--- src/rtl/nes_imm_pkg.sv ---
// Shared types for the immediate generator: mode encoding, halfword shift
// granularity and a small helper that classifies the move-wide modes.
package nes_imm_pkg;

  typedef enum logic [2:0] {
    IMM_I    = 3'd0,
    IMM_D    = 3'd1,
    IMM_CB   = 3'd2,
    IMM_B    = 3'd3,
    IMM_MOVZ = 3'd4,
    IMM_MOVN = 3'd5,
    IMM_MOVK = 3'd6,
    IMM_RSVD = 3'd7
  } imm_mode_t;

  // Move-wide immediates place a 16-bit chunk at a multiple of this offset.
  localparam int HW_SHIFT = 16;

  // True for the three move-wide modes that use the hw field.
  function automatic logic is_move(input imm_mode_t m);
    return (m == IMM_MOVZ) || (m == IMM_MOVN) || (m == IMM_MOVK);
  endfunction

endpackage

--- src/rtl/imm_pipe_slice.sv ---
// One elastic register slice: holds a single W-bit payload and loads a new
// one whenever it is empty or its current contents are leaving this cycle.
module imm_pipe_slice #(
  parameter int W = 8
) (
  input  logic         CLK,
  input  logic         resetl,
  input  logic         in_valid,
  output logic         in_ready,
  input  logic [W-1:0] in_data,
  output logic         out_valid,
  input  logic         out_ready,
  output logic [W-1:0] out_data
);

  logic         full_reg;
  logic [W-1:0] data_reg;

  // Ready passes straight through from downstream so a full slice that is
  // draining can refill in the same cycle without a bubble.
  assign in_ready  = !full_reg || out_ready;
  assign out_valid = full_reg;
  assign out_data  = data_reg;

  // Occupancy and payload update; payload only captured on a real transfer.
  always_ff @(posedge CLK or negedge resetl) begin
    if (!resetl) begin
      full_reg <= 1'b0;
      data_reg <= '0;
    end else if (in_ready) begin
      full_reg <= in_valid;
      if (in_valid) begin
        data_reg <= in_data;
      end
    end
  end

endmodule

--- src/rtl/imm_gen_pipe.sv ---
// Two-stage immediate generator. Stage 1 extracts and extends the raw field
// and flags illegal requests; stage 2 applies the halfword shift, inversion
// or merge and produces the final value. The error counter lives here.
module imm_gen_pipe
  import nes_imm_pkg::*;
#(
  parameter int DATA_W = 64,
  parameter int ERR_W  = 8
) (
  input  logic              CLK,
  input  logic              resetl,
  input  logic              in_valid,
  output logic              in_ready,
  input  logic [25:0]       instr,
  input  imm_mode_t         mode,
  input  logic [DATA_W-1:0] old_val,
  output logic              out_valid,
  input  logic              out_ready,
  output logic [DATA_W-1:0] imm_out,
  output logic              illegal,
  output logic [ERR_W-1:0]  err_cnt
);

  // Stage-1 payload: {illegal, mode, hw, old_val, field}
  localparam int S1_W = 2 * DATA_W + 6;
  localparam int S2_W = DATA_W + 1;

  logic              run_reg;
  logic [ERR_W-1:0]  err_cnt_reg;

  logic [1:0]        hw;
  logic [DATA_W-1:0] field_next;
  logic              illegal_next;

  logic              s1_in_valid, s1_in_ready, s1_out_valid, s2_in_ready;
  logic [S1_W-1:0]   s1_in_data, s1_out_data;

  logic [DATA_W-1:0] s1_field, s1_old;
  logic [1:0]        s1_hw;
  logic [2:0]        s1_mode;
  logic              s1_illegal;

  logic [5:0]        shamt;
  logic [DATA_W-1:0] shifted, lane_mask, result_next;
  logic [S2_W-1:0]   s2_out_data;

  // Holds the input side closed until the first clock after reset release.
  always_ff @(posedge CLK or negedge resetl) begin
    if (!resetl) begin
      run_reg <= 1'b0;
    end else begin
      run_reg <= 1'b1;
    end
  end

  assign in_ready    = run_reg && s1_in_ready;
  assign s1_in_valid = run_reg && in_valid;
  assign hw          = instr[22:21];

  // Field extraction and sign/zero extension to the output width.
  always_comb begin
    field_next   = '0;
    illegal_next = 1'b0;
    case (mode)
      IMM_I:   field_next = {{(DATA_W-12){instr[21]}}, instr[21:10]};
      IMM_D:   field_next = {{(DATA_W-9){instr[20]}}, instr[20:12]};
      IMM_CB:  field_next = {{(DATA_W-21){instr[23]}}, instr[23:5], 2'b00};
      IMM_B:   field_next = {{(DATA_W-28){instr[25]}}, instr[25:0], 2'b00};
      IMM_MOVZ, IMM_MOVN, IMM_MOVK:
               field_next = {{(DATA_W-16){1'b0}}, instr[20:5]};
      default: illegal_next = 1'b1;
    endcase
    // A 32-bit result only has halfwords 0 and 1.
    if ((DATA_W == 32) && is_move(mode) && hw[1]) begin
      illegal_next = 1'b1;
    end
  end

  assign s1_in_data = {illegal_next, mode, hw, old_val, field_next};

  imm_pipe_slice #(.W(S1_W)) u_s1 (
    .CLK       (CLK),
    .resetl    (resetl),
    .in_valid  (s1_in_valid),
    .in_ready  (s1_in_ready),
    .in_data   (s1_in_data),
    .out_valid (s1_out_valid),
    .out_ready (s2_in_ready),
    .out_data  (s1_out_data)
  );

  assign s1_field   = s1_out_data[DATA_W-1:0];
  assign s1_old     = s1_out_data[2*DATA_W-1:DATA_W];
  assign s1_hw      = s1_out_data[2*DATA_W+1:2*DATA_W];
  assign s1_mode    = s1_out_data[2*DATA_W+4:2*DATA_W+2];
  assign s1_illegal = s1_out_data[2*DATA_W+5];

  assign shamt     = 6'(s1_hw) * 6'(HW_SHIFT);
  assign shifted   = s1_field << shamt;
  assign lane_mask = {{(DATA_W-16){1'b0}}, 16'hFFFF} << shamt;

  // Halfword placement, inversion or merge; illegal requests force zero.
  always_comb begin
    result_next = s1_field;
    case (imm_mode_t'(s1_mode))
      IMM_MOVZ: result_next = shifted;
      IMM_MOVN: result_next = ~shifted;
      IMM_MOVK: result_next = (s1_old & ~lane_mask) | shifted;
      default:  result_next = s1_field;
    endcase
    if (s1_illegal) begin
      result_next = '0;
    end
  end

  imm_pipe_slice #(.W(S2_W)) u_s2 (
    .CLK       (CLK),
    .resetl    (resetl),
    .in_valid  (s1_out_valid),
    .in_ready  (s2_in_ready),
    .in_data   ({s1_illegal, result_next}),
    .out_valid (out_valid),
    .out_ready (out_ready),
    .out_data  (s2_out_data)
  );

  assign imm_out = s2_out_data[DATA_W-1:0];
  assign illegal = s2_out_data[DATA_W];
  assign err_cnt = err_cnt_reg;

  // Count illegal results as they leave, sticking at all-ones.
  always_ff @(posedge CLK or negedge resetl) begin
    if (!resetl) begin
      err_cnt_reg <= '0;
    end else if (out_valid && out_ready && illegal && (err_cnt_reg != '1)) begin
      err_cnt_reg <= err_cnt_reg + 1'b1;
    end
  end

endmodule

--- config.mk ---
export PLATFORM = sky130hd
export DESIGN_NAME = imm_gen_pipe
export DESIGN_NICKNAME = d
export VERILOG_FILES = /design/src/rtl/nes_imm_pkg.sv /design/src/rtl/imm_pipe_slice.sv /design/src/rtl/imm_gen_pipe.sv
export SDC_FILE = /design/constraint.sdc
export NUM_CORES = 1
export LEC_CHECK = 0
export ABC_AREA = 1
export CAP_MARGIN = 25
export CORE_AREA = 5 5 162 164
export CTS_CLUSTER_SIZE = 16
export DETAILED_ROUTE_END_ITERATION = 10
export DIE_AREA = 0 0 167 169
export HOLD_SLACK_MARGIN = 0.08
export PLACE_DENSITY = 0.64
export SLEW_MARGIN = 20
export SYNTH_ARGS = -nofsm -noshare
export SYNTH_HDL_FRONTEND = slang
export SYNTH_SLANG_ARGS = --single-unit
--- constraint.sdc ---
create_clock -name CLK -period 1.95 [get_ports CLK]
set_clock_uncertainty 0.1 [all_clocks]
set_input_delay 0.585 -clock CLK [delete_from_list [all_inputs] [get_ports CLK]]
set_output_delay 0.585 -clock CLK [all_outputs]
set_load 0.01 [all_outputs]
==> results.yml, run 1 <==
final_layout:
  fillers: 2483
  area_growth_pct: 34.76
  nets: 1712
  n_antenna_cell: 0
  drive_above_1_share: 0.1057
  fin_cells: 1957
  largest_reg_flops: 98
placement:
  gp_congestion: 0.9092
  place_inst: 1916
  post-dp-hpwl_um: 24260
  pre_cts_ws_ns: -0.5548
  port_buffers: 171
route:
  antenna_left: 0
  vias: 9969
  drtPass1Iterations: 5
  wl_per_cell_um: 16.48
  drc: 0
  drt_iter0_drc: 1007
  totalWireLength_um: 32250
  vias_per_cell: 5.094
worst_hold_path:
  worstHoldPathCells: 2
  hold_class: "flip-flop to flip-flop"
  hp-start: "u_s2.out_data[53]"
  min_to: "u_s2.out_data[53]"
setup_path:
  reg2reg_depth: 8
  path_class: "flip-flop to output port"
  r2r_slack_ns: 0.11
  required_ns: 1.26
  cp.arrival_ns: 1.20
  crit_fanout: 2
  critPathLaunchType: "flip-flop"
  reg2reg_from: "u_s1.out_data[130]"
  end_kind: "output port"
  r2r_end: "u_s2.out_data[9]"
synth:
  synth-xor-area-share: 0.004548
  ys_seq_elements: 174
  synth_mux_area_frac: 0
  synth-edff-count: 0
  async_reset_ff_frac: 1.000
  synthSimpleGateAreaFrac: 0.3069
  yosys.cell_count.top_type: "nand2_1"
  synth_top_area_share: 0.4522
  synthesis.nets: 1493
  synth_top_family_by_area: "simple AND/OR/NAND/NOR gates"
  synthAdderAreaFrac: 0.001299
  synth-compound-area-share: 0.1501
  synthTopCellsByCount: "545 x nand2_1, 174 x dfrtp_1, 169 x o21ai_0, 119 x inv_1, 119 x nand3_1"
  synth_top_area_cell: "dfrtp_1"
  synth.area.top_cells: "dfrtp_1 45%, nand2_1 21%, o21ai_0 8.8%, nand3_1 6.2%, inv_1 4.6%"
  yosys_warnings: 0
  yosysUniqueCellTypes: 30
  netlist_instances: 1395
  avgSynthCellArea_um2: 6.903
  ys_seq_area_frac: 0.4522
  syn_area_mm2: 0.009629
  ys.flop_type: "dfrtp_1"
sta:
  final.min_clock_period_ns: 1.887
  setup_viol_count_final: 0
  setup_ws_ns: 0.06275
  fin_crit_sh: 0.9678
  drv_slew: 0
  whs_ns: 0.3755
  fmax_mhz: 529.9
  hold_viol: 0
  setup_tns_ns: 0
clock_network:
  cts_tree: "yes"
  ctsHtreeMaxLevel: 4
  clock-sinks: 174
  clk_pin_slew_worst_paths_ns: 0.07
  clock_latency_ns: 0.43
  clock_path_buffers: 2
  cts_made_buffers: 17
  cts_root_buf: "clkbuf_16"
global_route:
  grt_remaining_overflow: 0
  track_usage: 0.2267
  grt_pass1_wl_um: 51530
  antenna_found_initial: 0
  first_global_vias: 9480
  grt_max_degree: 55
floorplanning:
  coreArea_mm2: 0.02475
  initial_core_util: 0.3891
  num_io_pins: 172
  rows: 58
  die_h_um: 169
  die_w_um: 167
  die_area_mm2: 0.02822
run_status:
  status: "complete, no violations"
run:
  max_cap_violations: 0
power:
  ir_drop_mv: 0.4193
  power.leakage_nw: 6.603
  p_per_area_mw_per_mm2: 919.2
==> critical path, stage by stage, from the launching register on <==
cell     delay [ns]
dfrtp_1        0.40
buf_6          0.13
nand3_4        0.05
nand2_2        0.05
inv_2          0.05
buf_6          0.09
==> routing by layer <==
metal | wire, µm | vias up | track usage
met2 | 14580 | 377 | 0.3489
met5 | 0 | - | 0
li1 | - | 4893 | -
met3 | 2339 | 36 | 0.04274
met4 | 724 | 0 | 0.06261
met1 | 14610 | 4663 | 0.3289
==> cells in the final DEF (no fill, tap or decap), types with 6 or more instances in the layout <==
master / synthesis / layout
nor2_1: 69 / 65
clkdlybuf4s50_1: 0 / 92
nand3_1: 119 / 117
o211ai_1: 21 / 21
buf_12: 0 / 17
dfrtp_1: 174 / 173
o21ai_1: 19 / 29
nand2_1: 545 / 542
nor2_2: 2 / 6
dlygate4sd2_1: 0 / 74
a21oi_1: 37 / 37
inv_2: 6 / 12
buf_4: 3 / 88
clkbuf_16: 0 / 17
o21bai_1: 8 / 8
inv_1: 119 / 113
o21ai_0: 169 / 159
==> how the worst max path moves through the flow <==
stage                   start         end  slack (ns)  cells after the start
2_1_floorplan      err_cnt[0]  err_cnt[7]        0.22                      9
3_3_place_gp        out_ready    in_ready       -0.57                      6
3_5_place_dp        out_ready    in_ready       -0.55                      6
4_1_cts        u_s2.out_valid    in_ready      -0.006                      5
5_1_grt        u_s2.out_valid    in_ready      -0.008                      5
6_report       u_s2.out_valid    in_ready        0.06                      5
==> per-stage QoR <==
step	util	instance area, µm²	power, mW
2_1_floorplan	-	9629	6.740
3_3_place_gp	0.5001	12370	8.745
3_5_place_dp	0.5001	12370	8.809
4_1_cts	0.5212	12900	11.94
5_1_grt	0.5244	12980	12.66
6_report	0.5244	12980	11.93
==> layout make-up <==
type | count | area [µm²] | area share
multi-input combinational | 1016 | 4501 | 0.3468
inverter | 126 | 475.5 | 0.03664
timing repair buffer | 279 | 2661 | 0.2051
clock inverter | 10 | 76.32 | 0.005882
sequential | 174 | 4355 | 0.3356
clock buffer | 22 | 494.2 | 0.03809
tap | 330 | 412.9 | 0.03182
==> timing repair <==
item / CTS / global route
setup buffers: 4 / 4
gates cloned: 0 / 0
hold endpoints to repair: 12 / 0
hold buffers: 1 / 0
resized for setup: 83 / 29
pin swaps: 0 / 3
endpoints found under the setup margin: 80 / 54
==> cells by family after synthesis <==
kind of cell | Yosys count
flops | 174
other cells | 1
compound gates | 267
simple gates | 742
fa+ha+maj | 1
buf+inv | 205
xor+xnor | 5
==> where the power goes <==
part / switching [mW] / total (mW) / internal (mW)
Clock: 1.54 / 3.35 / 1.82
Combinational: 2.31 / 3.89 / 1.58
Sequential: 0.414 / 4.68 / 4.27
Note: power is estimated with default switching activity, not from simulation.
==> inputs of run 2 (changes only) <==
--- a/config.mk
+++ b/config.mk
@@ -12,7 +12,7 @@
 export DETAILED_ROUTE_END_ITERATION = 10
 export DIE_AREA = 0 0 167 169
 export HOLD_SLACK_MARGIN = 0.08
-export PLACE_DENSITY = 0.64
+export SKIP_CTS_REPAIR_TIMING = 1
 export SLEW_MARGIN = 20
 export SYNTH_ARGS = -nofsm -noshare
 export SYNTH_HDL_FRONTEND = slang
==> run 2 against run 1 <==
Sequential cell count stayed put. Critical path depth is 3 higher. Final cell count is 0.66% lower. Worst setup slack better by 0.0015 ns. Clock power hardly changed. Die area stayed put. Wire length is 0.69% higher. Critical path type is now flip-flop to flip-flop. Largest cell class unchanged.
==> results.yml, run 2 (synthesis gave the netlist of run 1 again) <==
floorplanning:
  die_w_um: 167
  num_io_pins: 172
  initial_core_util: 0.3891
  rows: 58
  coreArea_mm2: 0.02475
  die_area_mm2: 0.02822
  die_h_um: 169
route:
  wl_per_cell_um: 16.70
  met2_length_um: 14580
  totalWireLength_um: 32470
  drc: 0
  vias_per_cell: 5.068
  highest-signal-layer: "met4"
  vias: 9853
  drt_iter0_drc: 857
  met3WireLength_um: 2044
  drtPass1Iterations: 5
  antenna_left: 0
  m1WireLength_um: 15360
final_layout:
  final_util: 0.5298
  nets: 1700
  drive_above_1_share: 0.09789
  area_growth_pct: 36.16
  layout_commonest_cell: "nand2_1"
  n_antenna_cell: 0
  largest_reg_flops: 98
  final_cell_mix: "541 x nand2_1, 172 x dfrtp_1, 160 x o21ai_0"
setup_path:
  slowest_stage: "inv_1"
  r2r_slack_ns: 0.06
  critPathLaunchType: "flip-flop"
  reg2reg_depth: 8
  path_class: "flip-flop to flip-flop"
  slowest_delay_ns: 0.59
  crit_fanout: 24
  required_ns: 2.18
  cp.arrival_ns: 2.11
  end_kind: "flip-flop"
  crit_top_cell: "nor2_1"
  crit_chain: "nand2_2, nor2_1, inv_1, nor2_1, nor2_1, nand3_1, nand2_1, nand2_1"
power:
  swShare: 0.3526
  internal-power_mw: 7.781
  power.leakage_nw: 7.383
  ir_drop_mv: 0.4975
  pwr-share-clk: 0.276
  p_seq_frac: 0.388
  p_switching_mw: 4.237
  pwr-share-comb: 0.335
  p_per_area_mw_per_mm2: 916.7
placement:
  pre_cts_ws_ns: -0.5674
  post-dp-hpwl_um: 24250
  gp_congestion: 0.9361
  port_buffers: 171
global_route:
  grt_max_degree: 67
  first_global_vias: 9394
  grt_remaining_overflow: 0
  grt_pass1_wl_um: 52110
  track_usage: 0.2285
  antenna_found_initial: 0
run_status:
  status: "complete, no violations"
clock_network:
  cts_root_buf: "clkbuf_16"
  clock-sinks: 174
  ctsHtreeMaxLevel: 4
  cts_tree: "yes"
  clock_latency_ns: 0.43
  cts_made_buffers: 17
  clock_path_buffers: 2
  clk_pin_slew_worst_paths_ns: 0.07
sta:
  fin_crit_sh: 0.9671
  rsz0062_at_grt: "yes"
  final.min_clock_period_ns: 1.886
  setup_ws_ns: 0.06422
  worst_pin_slew_ns: 0.8112
  whs_ns: 0.3613
  hold_viol: 0
  setup_viol_count_final: 0
  drv_slew: 0
  slew_headroom: 0.4586
  fmax_mhz: 530.3
run:
  max_cap_violations: 0
worst_hold_path:
  hold_class: "input pin to flip-flop"
  worstHoldPathCells: 4
[run 2: area by class of cell]
type	instances	area [µm²]
inverters	126	479.2
well taps	330	412.9
clock buffers	20	446.7
flip-flops and latches	174	4357
clock inverters	11	108.9
fillers	2429	11630
repair buffers	266	2789
multi-input cells	1016	4513
repair inverters	1	5.005
[run 2: metrics by stage]
stage | instances | setup TNS [ns] | cell area [µm²] | power, mW
3_5_place_dp | 1906 | -57.60 | 12260 | 8.763
3_3_place_gp | 1906 | -57.04 | 12260 | 8.712
4_1_cts | 1937 | -8.537 | 12820 | 12.10
6_report | 1944 | 0 | 13110 | 12.02
2_1_floorplan | 1395 | 0 | 9629 | 6.740
5_1_grt | 1944 | -0.5163 | 13110 | 12.75
[run 2: power groups by stage]
| stage | Combinational [mW] | Sequential [mW] | Clock (mW) |
|---|---|---|---|
| 6_report | 4.03 | 4.67 | 3.32 |
| 5_1_grt | 4.48 | 4.75 | 3.51 |
| 4_1_cts | 4.03 | 4.70 | 3.37 |
| 3_5_place_dp | 4.00 | 4.76 | 0 |
| 3_3_place_gp | 3.96 | 4.75 | 0 |
| 2_1_floorplan | 1.92 | 4.82 | 0 |
[run 2: path summary, 6_finish.rpt]
path	end	from
hold / removal	u_s2.out_valid	out_ready
hold reg to reg	u_s2.out_data[44]	u_s2.out_data[44]
setup / recovery	u_s2.out_data[18]	u_s1.out_data[132]
setup reg to reg	u_s2.out_data[18]	u_s1.out_data[132]
max in group asynchronous	u_s2.out_data[60]	resetl
min in group asynchronous	u_s2.out_data[6]	resetl
[run 2: routing by layer]
metal  vias to the layer above  GRT usage
met5                         -          0
met4                         0    0.05550
met3                        32    0.03900
met2                       342     0.3528
met1                      4617     0.3360
li1                       4862          -
[run 2: critical path: cells and delay by family (launching register included)]
kind / cells / cell delay (ns)
flip-flops: 1 / 0.43
buffers and inverters: 1 / 0.59
AND/OR/NAND/NOR: 7 / 0.66
==> inputs of run 3 (changes only) <==
--- a/config.mk
+++ b/config.mk
@@ -7,11 +7,12 @@
 export LEC_CHECK = 0
 export ABC_AREA = 1
 export CAP_MARGIN = 25
-export CORE_AREA = 5 5 162 164
+export CORE_AREA = 5 5 140 142
 export CTS_CLUSTER_SIZE = 16
 export DETAILED_ROUTE_END_ITERATION = 10
-export DIE_AREA = 0 0 167 169
+export DIE_AREA = 0 0 145 147
 export HOLD_SLACK_MARGIN = 0.08
+export PLACE_DENSITY = 0.81
 export SKIP_CTS_REPAIR_TIMING = 1
 export SLEW_MARGIN = 20
 export SYNTH_ARGS = -nofsm -noshare
==> run 3 against run 2 <==
Final cell count shrank 4.0%. Final area grew 0.89%. Sequential cell count is the same.
==> results.yml, run 3 (synthesis gave the netlist of run 1 again) <==
sta:
  setup_viol_count_final: 0
  final.min_clock_period_ns: 1.841
  hold_viol: 0
  fmax_mhz: 543.1
  whs_ns: 0.3759
  setup_tns_ns: 0
  setup_ws_ns: 0.1087
  drv_slew: 0
  fin_crit_sh: 0.9442
final_layout:
  multi_input_area_mm2: 0.004503
  n_antenna_cell: 0
  nets: 1718
  largest_reg_flops: 98
  fillers: 1422
  area_growth_pct: 37.37
  drive_above_1_share: 0.1085
  final-seq-area_mm2: 0.004358
  final_cell_mix: "543 x nand2_1, 171 x dfrtp_1, 165 x o21ai_0"
  layout_commonest_cell: "nand2_1"
global_route:
  first_global_vias: 9658
  grt_remaining_overflow: 0
  track_usage: 0.2888
  antenna_found_initial: 0
  grt_max_degree: 50
  grt_pass1_wl_um: 50390
floorplanning:
  initial_core_util: 0.5253
  rows: 50
  num_io_pins: 172
  die_w_um: 145
  die_h_um: 147
  die_area_mm2: 0.02132
  coreArea_mm2: 0.01833
route:
  wl_per_cell_um: 17.08
  drc: 0
  antenna_left: 0
  vias_per_cell: 5.467
  drtPass1Iterations: 7
  totalWireLength_um: 31870
  vias: 10200
  drt_iter0_drc: 898
run_status:
  status: "complete, no violations"
power:
  power.leakage_nw: 7.527
  p_per_area_mw_per_mm2: 919.3
  ir_drop_mv: 0.6463
setup_path:
  path_class: "flip-flop to output port"
  critPathLaunchType: "flip-flop"
  reg2reg_depth: 7
  r2r_slack_ns: 0.11
  crit_start: "u_s2.out_valid"
  end_kind: "output port"
  r2r_end: "u_s2.out_data[9]"
  required_ns: 1.26
  cp.arrival_ns: 1.16
  crit_fanout: 4
  reg2reg_from: "u_s1.out_data[128]"
run:
  max_cap_violations: 0
clock_network:
  cts_root_buf: "clkbuf_16"
  clk_pin_slew_worst_paths_ns: 0.07
  clock_latency_ns: 0.43
  ctsHtreeMaxLevel: 4
  cts_tree: "yes"
  clock-sinks: 174
  clock_path_buffers: 2
  cts_made_buffers: 17
placement:
  gp_congestion: 0.9660
  post-dp-hpwl_um: 23680
  pre_cts_ws_ns: -0.5747
  port_buffers: 171
worst_hold_path:
  worstHoldPathCells: 2
  hp-start: "u_s2.out_data[44]"
  min_to: "u_s2.out_data[44]"
  hold_class: "flip-flop to flip-flop"
[run 3: changes by cell type in the layout (fill, tap and decap cells not counted), moves of 2 or more]
cell       change
buf_4         +11
buf_12         +3
inv_1          -2
o21ai_1        -4
o21ai_0        +5
clkbuf_16      +2
nor2_4         -2
nand2_2        -2
clkinv_2       +3
nand2_1        +2
clkbuf_1       -2
[run 3: where the power goes]
group          switching [mW]  internal (mW)  leakage (nW)
registers               0.415           4.28          2.23
clock network            1.46           1.92         0.280
logic                    2.35           1.73          5.02
total                    4.23           7.93          7.53
[run 3: worst max path at each step]
| stage | end | slack (ns) | depth (start not counted) |
|---|---|---|---|
| after global placement | in_ready | -0.56 | 6 |
| after CTS | in_ready | -0.58 | 6 |
| after floorplan | err_cnt[7] | 0.22 | 9 |
| after detailed placement | in_ready | -0.57 | 6 |
| after global routing | u_s1.out_data[9] | -0.03 | 9 |
| final | out_valid | 0.11 | 2 |
[run 3: metal layers]
layer	track usage	routed length [µm]
met1	0.4014	13480
met2	0.4589	14750
met3	0.05706	2739
met4	0.09087	900
met5	0	0
[run 3: per-stage QoR]
step           utilization  total power [mW]  cells  area (µm²)
2_1_floorplan            -             6.740   1395        9629
3_3_place_gp        0.6703             8.663   1826       12290
3_5_place_dp        0.6703             8.769   1826       12290
4_1_cts             0.7019             12.14   1857       12870
5_1_grt             0.7216             12.82   1866       13230
6_report            0.7216             12.16   1866       13230
[run 3: cell type report]
type / instances / area share
repair buffers: 285 / 0.2280
flip-flops and latches: 174 / 0.3295
well taps: 234 / 0.02213
clock inverters: 13 / 0.01059
multi-input cells: 1016 / 0.3404
inverters: 126 / 0.03623
clock buffers: 18 / 0.03320
[run 3: worst max-delay path: stages, from the launching register on]
cell	delay (ns)
dfrtp_1	0.40
buf_4	0.16
dlymetal6s2s_1	0.17
